--- src/rtl/id_ex_stage_pkg.sv ---
// Shared ALU control encodings and operand-forward select codes.
// Imported by the ALU and by the ID/EX stage.
package id_ex_stage_pkg;

    localparam int unsigned ALU_CTRL_W = 16;

    localparam logic [ALU_CTRL_W-1:0] ALU_NOP = 16'h0000;
    localparam logic [ALU_CTRL_W-1:0] ALU_ADD = 16'h0001;
    localparam logic [ALU_CTRL_W-1:0] ALU_SUB = 16'h0002;
    localparam logic [ALU_CTRL_W-1:0] ALU_AND = 16'h0004;
    localparam logic [ALU_CTRL_W-1:0] ALU_OR  = 16'h0008;
    localparam logic [ALU_CTRL_W-1:0] ALU_XOR = 16'h0010;

    typedef enum logic [1:0] {
        FWD_REG   = 2'd0,
        FWD_EXMEM = 2'd1,
        FWD_WB    = 2'd2
    } fwd_sel_e;

    // x0 is hard-wired zero, so it never counts as a producer match.
    function automatic logic fwd_hit(
        input logic       we,
        input logic [4:0] rd,
        input logic [4:0] rs
    );
        return we && (rd != 5'd0) && (rd == rs);
    endfunction

endpackage

--- src/rtl/id_ex_stage_operand_forward.sv ---
// Per-source-register forward select and mux.
// EX/MEM result wins over MEM/WB result.
module operand_forward
    import id_ex_stage_pkg::*;
#(
    parameter int XLEN = 32
) (
    input  logic [4:0]      i_rsAddr,
    input  logic [XLEN-1:0] i_regData,
    input  logic            i_exMemRegWrite,
    input  logic [4:0]      i_exMemRdAddr,
    input  logic [XLEN-1:0] i_exMemResult,
    input  logic            i_wbRegWrite,
    input  logic [4:0]      i_wbRdAddr,
    input  logic [XLEN-1:0] i_wbResult,
    output logic [XLEN-1:0] o_data
);

    fwd_sel_e w_sel;

    always_comb begin
        w_sel = FWD_REG;
        if (fwd_hit(i_exMemRegWrite, i_exMemRdAddr, i_rsAddr)) begin
            w_sel = FWD_EXMEM;
        end else if (fwd_hit(i_wbRegWrite, i_wbRdAddr, i_rsAddr)) begin
            w_sel = FWD_WB;
        end
    end

    always_comb begin
        o_data = i_regData;
        unique case (w_sel)
            FWD_EXMEM: o_data = i_exMemResult;
            FWD_WB:    o_data = i_wbResult;
            FWD_REG:   o_data = i_regData;
            default:   o_data = i_regData;
        endcase
    end

endmodule

--- src/rtl/id_ex_stage.sv ---
// ID/EX pipeline register with load-use stall and operand forwarding.
// ALU operands are driven combinationally from the held instruction.
module id_ex_stage
    import id_ex_stage_pkg::*;
#(
    parameter int XLEN   = 32,
    parameter int CTRL_W = 16
) (
    input  logic              clk,
    input  logic              rst,
    input  logic              inValid,
    output logic              inReady,
    input  logic [XLEN-1:0]   inPc,
    input  logic [XLEN-1:0]   inRs1Data,
    input  logic [XLEN-1:0]   inRs2Data,
    input  logic [XLEN-1:0]   inImm,
    input  logic [4:0]        inRs1Addr,
    input  logic [4:0]        inRs2Addr,
    input  logic [4:0]        inRdAddr,
    input  logic [CTRL_W-1:0] inAluCtrl,
    input  logic              inUsePc,
    input  logic              inUseImm,
    input  logic              inRegWrite,
    input  logic              inMemRead,
    input  logic              inMemWrite,
    input  logic              flush,
    input  logic              exMemRegWrite,
    input  logic [4:0]        exMemRdAddr,
    input  logic [XLEN-1:0]   exMemResult,
    input  logic              wbRegWrite,
    input  logic [4:0]        wbRdAddr,
    input  logic [XLEN-1:0]   wbResult,
    output logic              outValid,
    input  logic              outReady,
    output logic [XLEN-1:0]   aluA,
    output logic [XLEN-1:0]   aluB,
    output logic [CTRL_W-1:0] aluCtrl,
    output logic [XLEN-1:0]   outPc,
    output logic [XLEN-1:0]   outStoreData,
    output logic [4:0]        outRdAddr,
    output logic              outRegWrite,
    output logic              outMemRead,
    output logic              outMemWrite
);

    logic              r_valid;
    logic [XLEN-1:0]   r_pc;
    logic [XLEN-1:0]   r_rs1Data;
    logic [XLEN-1:0]   r_rs2Data;
    logic [XLEN-1:0]   r_imm;
    logic [4:0]        r_rs1Addr;
    logic [4:0]        r_rs2Addr;
    logic [4:0]        r_rdAddr;
    logic [CTRL_W-1:0] r_aluCtrl;
    logic              r_usePc;
    logic              r_useImm;
    logic              r_regWrite;
    logic              r_memRead;
    logic              r_memWrite;

    logic              w_hazard;
    logic              w_xfer;
    logic [XLEN-1:0]   w_fwdRs1;
    logic [XLEN-1:0]   w_fwdRs2;
    logic [XLEN-1:0]   w_capRs1;
    logic [XLEN-1:0]   w_capRs2;

    // A held load cannot feed a dependent yet; stall it one cycle.
    assign w_hazard = r_valid && r_memRead && (r_rdAddr != 5'd0) && inValid
                   && ((inRs1Addr == r_rdAddr) || (inRs2Addr == r_rdAddr));
    assign inReady  = (!r_valid || outReady) && !w_hazard;
    assign w_xfer   = inValid && inReady;

    assign w_capRs1 = fwd_hit(wbRegWrite, wbRdAddr, inRs1Addr)
                    ? wbResult : inRs1Data;
    assign w_capRs2 = fwd_hit(wbRegWrite, wbRdAddr, inRs2Addr)
                    ? wbResult : inRs2Data;

    operand_forward #(.XLEN(XLEN)) u_fwd_rs1 (
        .i_rsAddr        (r_rs1Addr),
        .i_regData       (r_rs1Data),
        .i_exMemRegWrite (exMemRegWrite),
        .i_exMemRdAddr   (exMemRdAddr),
        .i_exMemResult   (exMemResult),
        .i_wbRegWrite    (wbRegWrite),
        .i_wbRdAddr      (wbRdAddr),
        .i_wbResult      (wbResult),
        .o_data          (w_fwdRs1)
    );

    operand_forward #(.XLEN(XLEN)) u_fwd_rs2 (
        .i_rsAddr        (r_rs2Addr),
        .i_regData       (r_rs2Data),
        .i_exMemRegWrite (exMemRegWrite),
        .i_exMemRdAddr   (exMemRdAddr),
        .i_exMemResult   (exMemResult),
        .i_wbRegWrite    (wbRegWrite),
        .i_wbRdAddr      (wbRdAddr),
        .i_wbResult      (wbResult),
        .o_data          (w_fwdRs2)
    );

    always_ff @(posedge clk or posedge rst) begin
        if (rst) begin
            r_valid    <= 1'b0;
            r_pc       <= '0;
            r_rs1Data  <= '0;
            r_rs2Data  <= '0;
            r_imm      <= '0;
            r_rs1Addr  <= '0;
            r_rs2Addr  <= '0;
            r_rdAddr   <= '0;
            r_aluCtrl  <= CTRL_W'(ALU_NOP);
            r_usePc    <= 1'b0;
            r_useImm   <= 1'b0;
            r_regWrite <= 1'b0;
            r_memRead  <= 1'b0;
            r_memWrite <= 1'b0;
        end else if (flush) begin
            r_valid <= 1'b0;
        end else if (w_xfer) begin
            r_valid    <= 1'b1;
            r_pc       <= inPc;
            r_rs1Data  <= w_capRs1;
            r_rs2Data  <= w_capRs2;
            r_imm      <= inImm;
            r_rs1Addr  <= inRs1Addr;
            r_rs2Addr  <= inRs2Addr;
            r_rdAddr   <= inRdAddr;
            r_aluCtrl  <= inAluCtrl;
            r_usePc    <= inUsePc;
            r_useImm   <= inUseImm;
            r_regWrite <= inRegWrite;
            r_memRead  <= inMemRead;
            r_memWrite <= inMemWrite;
        end else if (outReady || !r_valid) begin
            r_valid <= 1'b0;
        end else begin
            // Stalled: absorb producers now so none retire unseen.
            r_rs1Data <= w_fwdRs1;
            r_rs2Data <= w_fwdRs2;
        end
    end

    assign outValid     = r_valid;
    assign aluA         = r_usePc  ? r_pc  : w_fwdRs1;
    assign aluB         = r_useImm ? r_imm : w_fwdRs2;
    assign aluCtrl      = r_aluCtrl;
    assign outPc        = r_pc;
    assign outStoreData = w_fwdRs2;
    assign outRdAddr    = r_rdAddr;
    assign outRegWrite  = r_regWrite;
    assign outMemRead   = r_memRead;
    assign outMemWrite  = r_memWrite;

endmodule

--- config.mk ---
export PLATFORM = sky130hd
export DESIGN_NAME = id_ex_stage
export DESIGN_NICKNAME = d
export VERILOG_FILES = /design/src/rtl/id_ex_stage_pkg.sv /design/src/rtl/id_ex_stage_operand_forward.sv /design/src/rtl/id_ex_stage.sv
export SDC_FILE = /design/constraint.sdc
export NUM_CORES = 1
export LEC_CHECK = 0
export ABC_AREA = 1
export ABC_CLOCK_PERIOD_IN_PS = 5900
export BUFFER_PORTS_ARGS = -buffer_cell sky130_fd_sc_hd__buf_2
export CAP_MARGIN = 10
export CORE_MARGIN = 3
export CORE_UTILIZATION = 47
export CTS_CLUSTER_DIAMETER = 60
export CTS_CLUSTER_SIZE = 30
export DETAILED_ROUTE_END_ITERATION = 16
export PLACE_DENSITY = 0.78
export SLEW_MARGIN = 20
export SYNTH_ARGS = -nofsm -noshare
export SYNTH_HDL_FRONTEND = slang
export SYNTH_HIERARCHICAL = 1
export SYNTH_SLANG_ARGS = --single-unit
--- constraint.sdc ---
create_clock -name clk -period 5.9 [get_ports clk]
set_input_delay 1.18 -clock clk [delete_from_list [all_inputs] [get_ports clk]]
set_output_delay 1.18 -clock clk [all_outputs]
set_load 0.02 [all_outputs]
### Word-level counts from Yosys, hierarchy flattened

Index checks and enable logic that the tools add are counted.

| storage, ports and cells | value |
|---|---|
| register bits | 165 |
| bits in latches | 0 |
| bits in writable memories | 0 |
| memory bits (read-only) | 0 |
| input bits | 245 |
| output and inout port bits | 154 |
| logic and storage cells | 69 |
| memories | 0 |

| operators by class | value |
|---|---|
| add/sub/neg operators | 0 |
| multiply operators | 0 |
| div/mod/pow operators | 0 |
| $lt $le $gt $ge | 0 |
| equality and inequality tests | 13 |
| shift-type cells | 0 |
| mux-type cells | 17 |
| bitwise operators | 1 |
| reduce and logical (&&, ||, !) cells | 24 |

Operators by type and width:

| kind | number |
|---|---|
| $mux 32 | 8 |
| $pmux 32 s2 | 2 |
| $eq 5x5->1 | 8 |
| $reduce_bool 5->1 | 3 |
| $logic_and 1x1->1 | 14 |
| $mux 2 | 4 |
| $eq 2x1->1 const B | 2 |
| $eq 2x2->1 const B | 2 |
| $reduce_and 2->1 | 2 |
| $mux 1 | 3 |
| $reduce_bool 3->1 | 1 |
| $logic_not 1->1 | 2 |
| $logic_or 1x1->1 | 2 |
| $ne 2x2->1 const B | 1 |
| $not 1->1 | 1 |

### Depth between registers and ports, before layout

| depth | value |
|---|---|
| word-level depth | 9 |
| mapped depth | 13 |

### Cells and area by module

The synthesis kept the hierarchy.

By module, submodules not included:

| module | times used | cells each | area each (um^2) | sequential area each (um^2) |
|---|---|---|---|---|
| id_ex_stage | 1 | 1364 | 9175.0 | 4129.0 |
| operand_forward | 2 | 209 | 1391.3 | 0.0 |

### Worst setup path before layout

Ideal clock, no wire load.

| timing | value |
|---|---|
| path type | in2out |
| start point | input exMemRdAddr[2] |
| end point | output aluB[31] |
| data arrival time | 2505 ps |
| required time | 4720 ps |
| slack | 2215 ps |
| stages on the path | 9 |
| path buffers | 1 |
| cell sequence | nand2_1 o21ai_0 nor2_2 nand3_4 buf_6 nand3_2 nand3_1 nand2_1 o21ai_0 |

| on the way | value |
|---|---|
| longest elaborated chain between the ends | 7 |

RTL lines:

| element | line | text |
|---|---|---|
| from (decl) | id_ex_stage.sv:28 | `input logic [4:0] exMemRdAddr,` |
| $reduce_bool 5->1 | id_ex_stage_pkg.sv:26 | `return we && (rd != 5'd0) && (rd == rs);` |
| $logic_and 1x1->1 | id_ex_stage_pkg.sv:26 |  |
| $logic_and 1x1->1 (*) | id_ex_stage_pkg.sv:26 |  |
| $mux 2 (*) | id_ex_stage_operand_forward.sv:23 | `if (fwd_hit(i_exMemRegWrite, i_exMemRdAddr, i_rsAddr)) begin` |
| $eq 2x2->1 / $eq 2x1->1 (equally long branches) | id_ex_stage_operand_forward.sv:32 | `unique case (w_sel)` |
| $pmux 32 s2 (*) | id_ex_stage_operand_forward.sv:32 |  |
| named net outStoreData[31] | id_ex_stage.sv:39 | `output logic [XLEN-1:0] outStoreData,` |
| $mux 32 (*) | id_ex_stage.sv:147 | `assign aluB = r_useImm ? r_imm : w_fwdRs2;` |
| to (decl) | id_ex_stage.sv:36 | `output logic [XLEN-1:0] aluB,` |

Mark *: on every way through the listed nets, which the timed path passes. The rest lies on a longest branch.

### Worst setup path in the final report

| timing | value |
|---|---|
| start point | input exMemRdAddr[0] |
| end point | output aluA[8] |

| on the way | value |
|---|---|
| longest elaborated chain between the ends | 7 |

RTL lines:

| element | line | text |
|---|---|---|
| $reduce_bool 5->1 | id_ex_stage_pkg.sv:26 |  |
| $logic_and 1x1->1 | id_ex_stage_pkg.sv:26 |  |
| $logic_and 1x1->1 (*) | id_ex_stage_pkg.sv:26 |  |
| $mux 2 (*) | id_ex_stage_operand_forward.sv:23 |  |
| $eq 2x2->1 / $eq 2x1->1 (equally long branches) | id_ex_stage_operand_forward.sv:32 |  |
| $pmux 32 s2 (*) | id_ex_stage_operand_forward.sv:32 |  |
| named net w_fwdRs1[8] | id_ex_stage.sv:63 | `logic [XLEN-1:0] w_fwdRs1;` |
| $mux 32 (*) | id_ex_stage.sv:146 | `assign aluA = r_usePc ? r_pc : w_fwdRs1;` |
| to (decl) | id_ex_stage.sv:35 | `output logic [XLEN-1:0] aluA,` |

Marked as above.

==> metrics <==
initial core utilization=0.485; Final ANT Viol Nets=0; IR drop worst, VDD=0.175 mV; Root Driver=clkbuf_16; Core Rows=57; Post-Synth Simple-Gate Area=0.507; Critical Path Fanout Max=64; area of the multi-input gates=6810 sq um; maxcap violations=0; Layout Cells excl Fill=2425; DRC Markers=0; Startpoint Class=input port; Ys Warns=6; area grow syn2layout=20.9%; largest family of logic cells by synthesized area=simple AND/OR/NAND/NOR gates; unrepaired setup endpoints after global routing=no; Die H=166 microns; syn nets=slightly above 2000; Post-Synth XOR/XNOR Area=0.0103; initial antenna violation count=9; complex-gate fraction of the synthesized area=0.0465; Seq/Total Area, Yosys=0.345; drt pass-1 iters=6; multiplexer share of the synthesized area=0; initial drt markers=1564; Slew Limit Fails=0; Layout Skew=roughly 12 ps; WL per Instance=just under 20 microns; fraction of layout instances using a drive strength above 1=0.286; CTS tree=yes; worst path cell trace=buf_2 > inv_1 > nand2_1 > o21ai_1 > nor2_4 > buf_4 > nand3_4 > nand3_1 > nand3_2 > nand2_1 > o21ai_0 > buf_2; post-CTS setup buffer count=0; Adder-Cell Fraction of Synth Area=0; first-pass GRT wire length=71200 microns; IO Pins=399; WL final=47100 microns; number of CTS-inserted buffers=17; Power Total=4.42 mW; placed cell count=approximately 2400; hold_buf cts=0; commonest non-fill, non-tap cell in the layout=nand2_1; Final Hold Fails=0; vias per cell=5.77; Post-Syn Area=12000 sq um; Worst Max-Slew Pin Slew=a little over 1000 ps; worst path required time=4720 ps; final worst path period share=0.849; WP data arrival=around 3800 ps; gate count of the mapped netlist=1782; fillers=2377; global route overflow=0; Setup violations, final=0; PwrDens=around 310 nW/um^2; PostCTS Resize Cnt=0; Final WS setup=889 ps; Rel. slew slack=0.323; Tot GR Track Use=0.334; pre-CTS WS=970 ps; die outline width=166 microns; Port Buffers=398; number of global-route vias before repair=12700; Setup TNS Final=0 ps; Nets=2331; worst path bufs/invs=4; largest net degree at the start of global routing=around 130; FF+latch count, synth=around 170; Clock Pin Slew Worst Setup and Hold Paths=70 ps; dpl hpwl=32200 microns; Avg Cell Area, Syn=between 6 and 7 sq um; synth unique cells=27; Max H-tree Level=4; Hold Crit Class=register to register; global placement routability congestion=0.967; Crit-path slowest cell=nand3_4; fin crit period=5010 ps; clock latency on the worst-skew pair=430 ps; FF/Latch Area=4130 sq um; Max Buffers Root-to-Sink=2; WHS=480 ps; commonest cells after routing, fill and taps aside=759 x nand2_1, 398 x buf_2, 287 x nand3_1; status=finished clean; Top delay family on crit path=simple AND/OR/NAND/NOR gates; f_max=around 200 MHz; max incr delay on CP=approximately 850 ps; kind of critical path=input port to primary output; Critical Path End Type=primary output; CTS Sinks=roughly 170; Vias=14000; Core Area=24700 sq um; LEAKAGE=8.11 nW; DIE AREA=roughly 27000 sq um
[kinds of logic after synthesis]
group | after synthesis
AOI/OAI and AO/OA | 108
DFF | 165
buffers and inverters | 227
and+or+nand+nor | 1268
xor gates and xnor gates | 14
[final timing paths]
check,slack [ps],end,cells after the start,from
max,890,aluA[8],12,exMemRdAddr[0]
max in group asynchronous,3860,r_rs2Data[20],3,rst
min in group asynchronous,880,outPc[10],2,rst
min reg2reg,480,aluCtrl[0],2,aluCtrl[0]
max reg2reg,2790,outPc[7],12,outRdAddr[3]
min,480,aluCtrl[0],2,aluCtrl[0]
[layer usage]
metal,global-route usage,vias up,wire length (microns)
li1,-,6423,-
met1,0.458,6459,19000
met2,0.497,951,20500
met3,0.0933,142,5870
met4,0.138,12,1710
met5,0,-,74
[power breakdown]
group	leakage (nW)	switching (mW)	internal, mW
sequential	2.07	0.135	1.34
combinational	5.76	1.22	0.561
clock	0.279	0.526	0.643
total	8.11	1.88	2.54
[tightest hold or removal path, delay by kind of cell (launching register included)]
family	cells	cell delay (ps)
flip-flops	1	340
AND/OR/NAND/NOR	2	100
[cell type report]
cell class,count,area share
multi-input combinational,1390,0.471
inverter,93,0.0249
timing repair buffer,419,0.149
tap,324,0.0281
clock inverter,12,0.0101
sequential,165,0.286
antenna,3,0.000519
clock buffer,19,0.0306
[metrics by stage]
step | cell area, sq um | utilization
6_report | 14500 | 0.586
4_1_cts | 14400 | 0.585
5_1_grt | 14500 | 0.586
3_3_place_gp | 13900 | 0.561
2_1_floorplan | 12000 | -
3_5_place_dp | 13900 | 0.561
[state kept, by name (all words and copies together), names as in the netlist, 5 cells and up]
register   cells
r_rs1Data     32
r_rs2Data     32
outRdAddr      5
r_rs1Addr      5
aluCtrl       16
r_rs2Addr      5
outPc         32
r_imm         32
[cells in the mapped netlist]
cell type | number | area (sq um)
a21boi_2 | 2 | 22.5
a21oi_1 | 3 | 15.0
buf_1 | 2 | 7.51
buf_2 | 64 | 320
buf_4 | 6 | 45.0
buf_6 | 18 | 203
clkbuf_1 | 44 | 165
clkinv_1 | 4 | 15.0
dfrtp_1 | 165 | 4130
inv_1 | 74 | 278
inv_2 | 15 | 56.3
nand2_1 | 761 | 2860
nand2_2 | 3 | 18.8
nand3_1 | 290 | 1450
nand3_2 | 109 | 1090
nand3_4 | 2 | 35.0
nand3b_1 | 1 | 7.51
nand4_1 | 64 | 400
nand4_4 | 1 | 21.3
nor2_1 | 29 | 109
nor2_2 | 4 | 25.0
nor2_4 | 4 | 45.0
o21ai_0 | 86 | 430
o21ai_1 | 16 | 80.1
o21bai_1 | 1 | 7.51
xnor2_1 | 8 | 70.1
xor2_1 | 6 | 52.6
(Power assumes the default switching activity.)
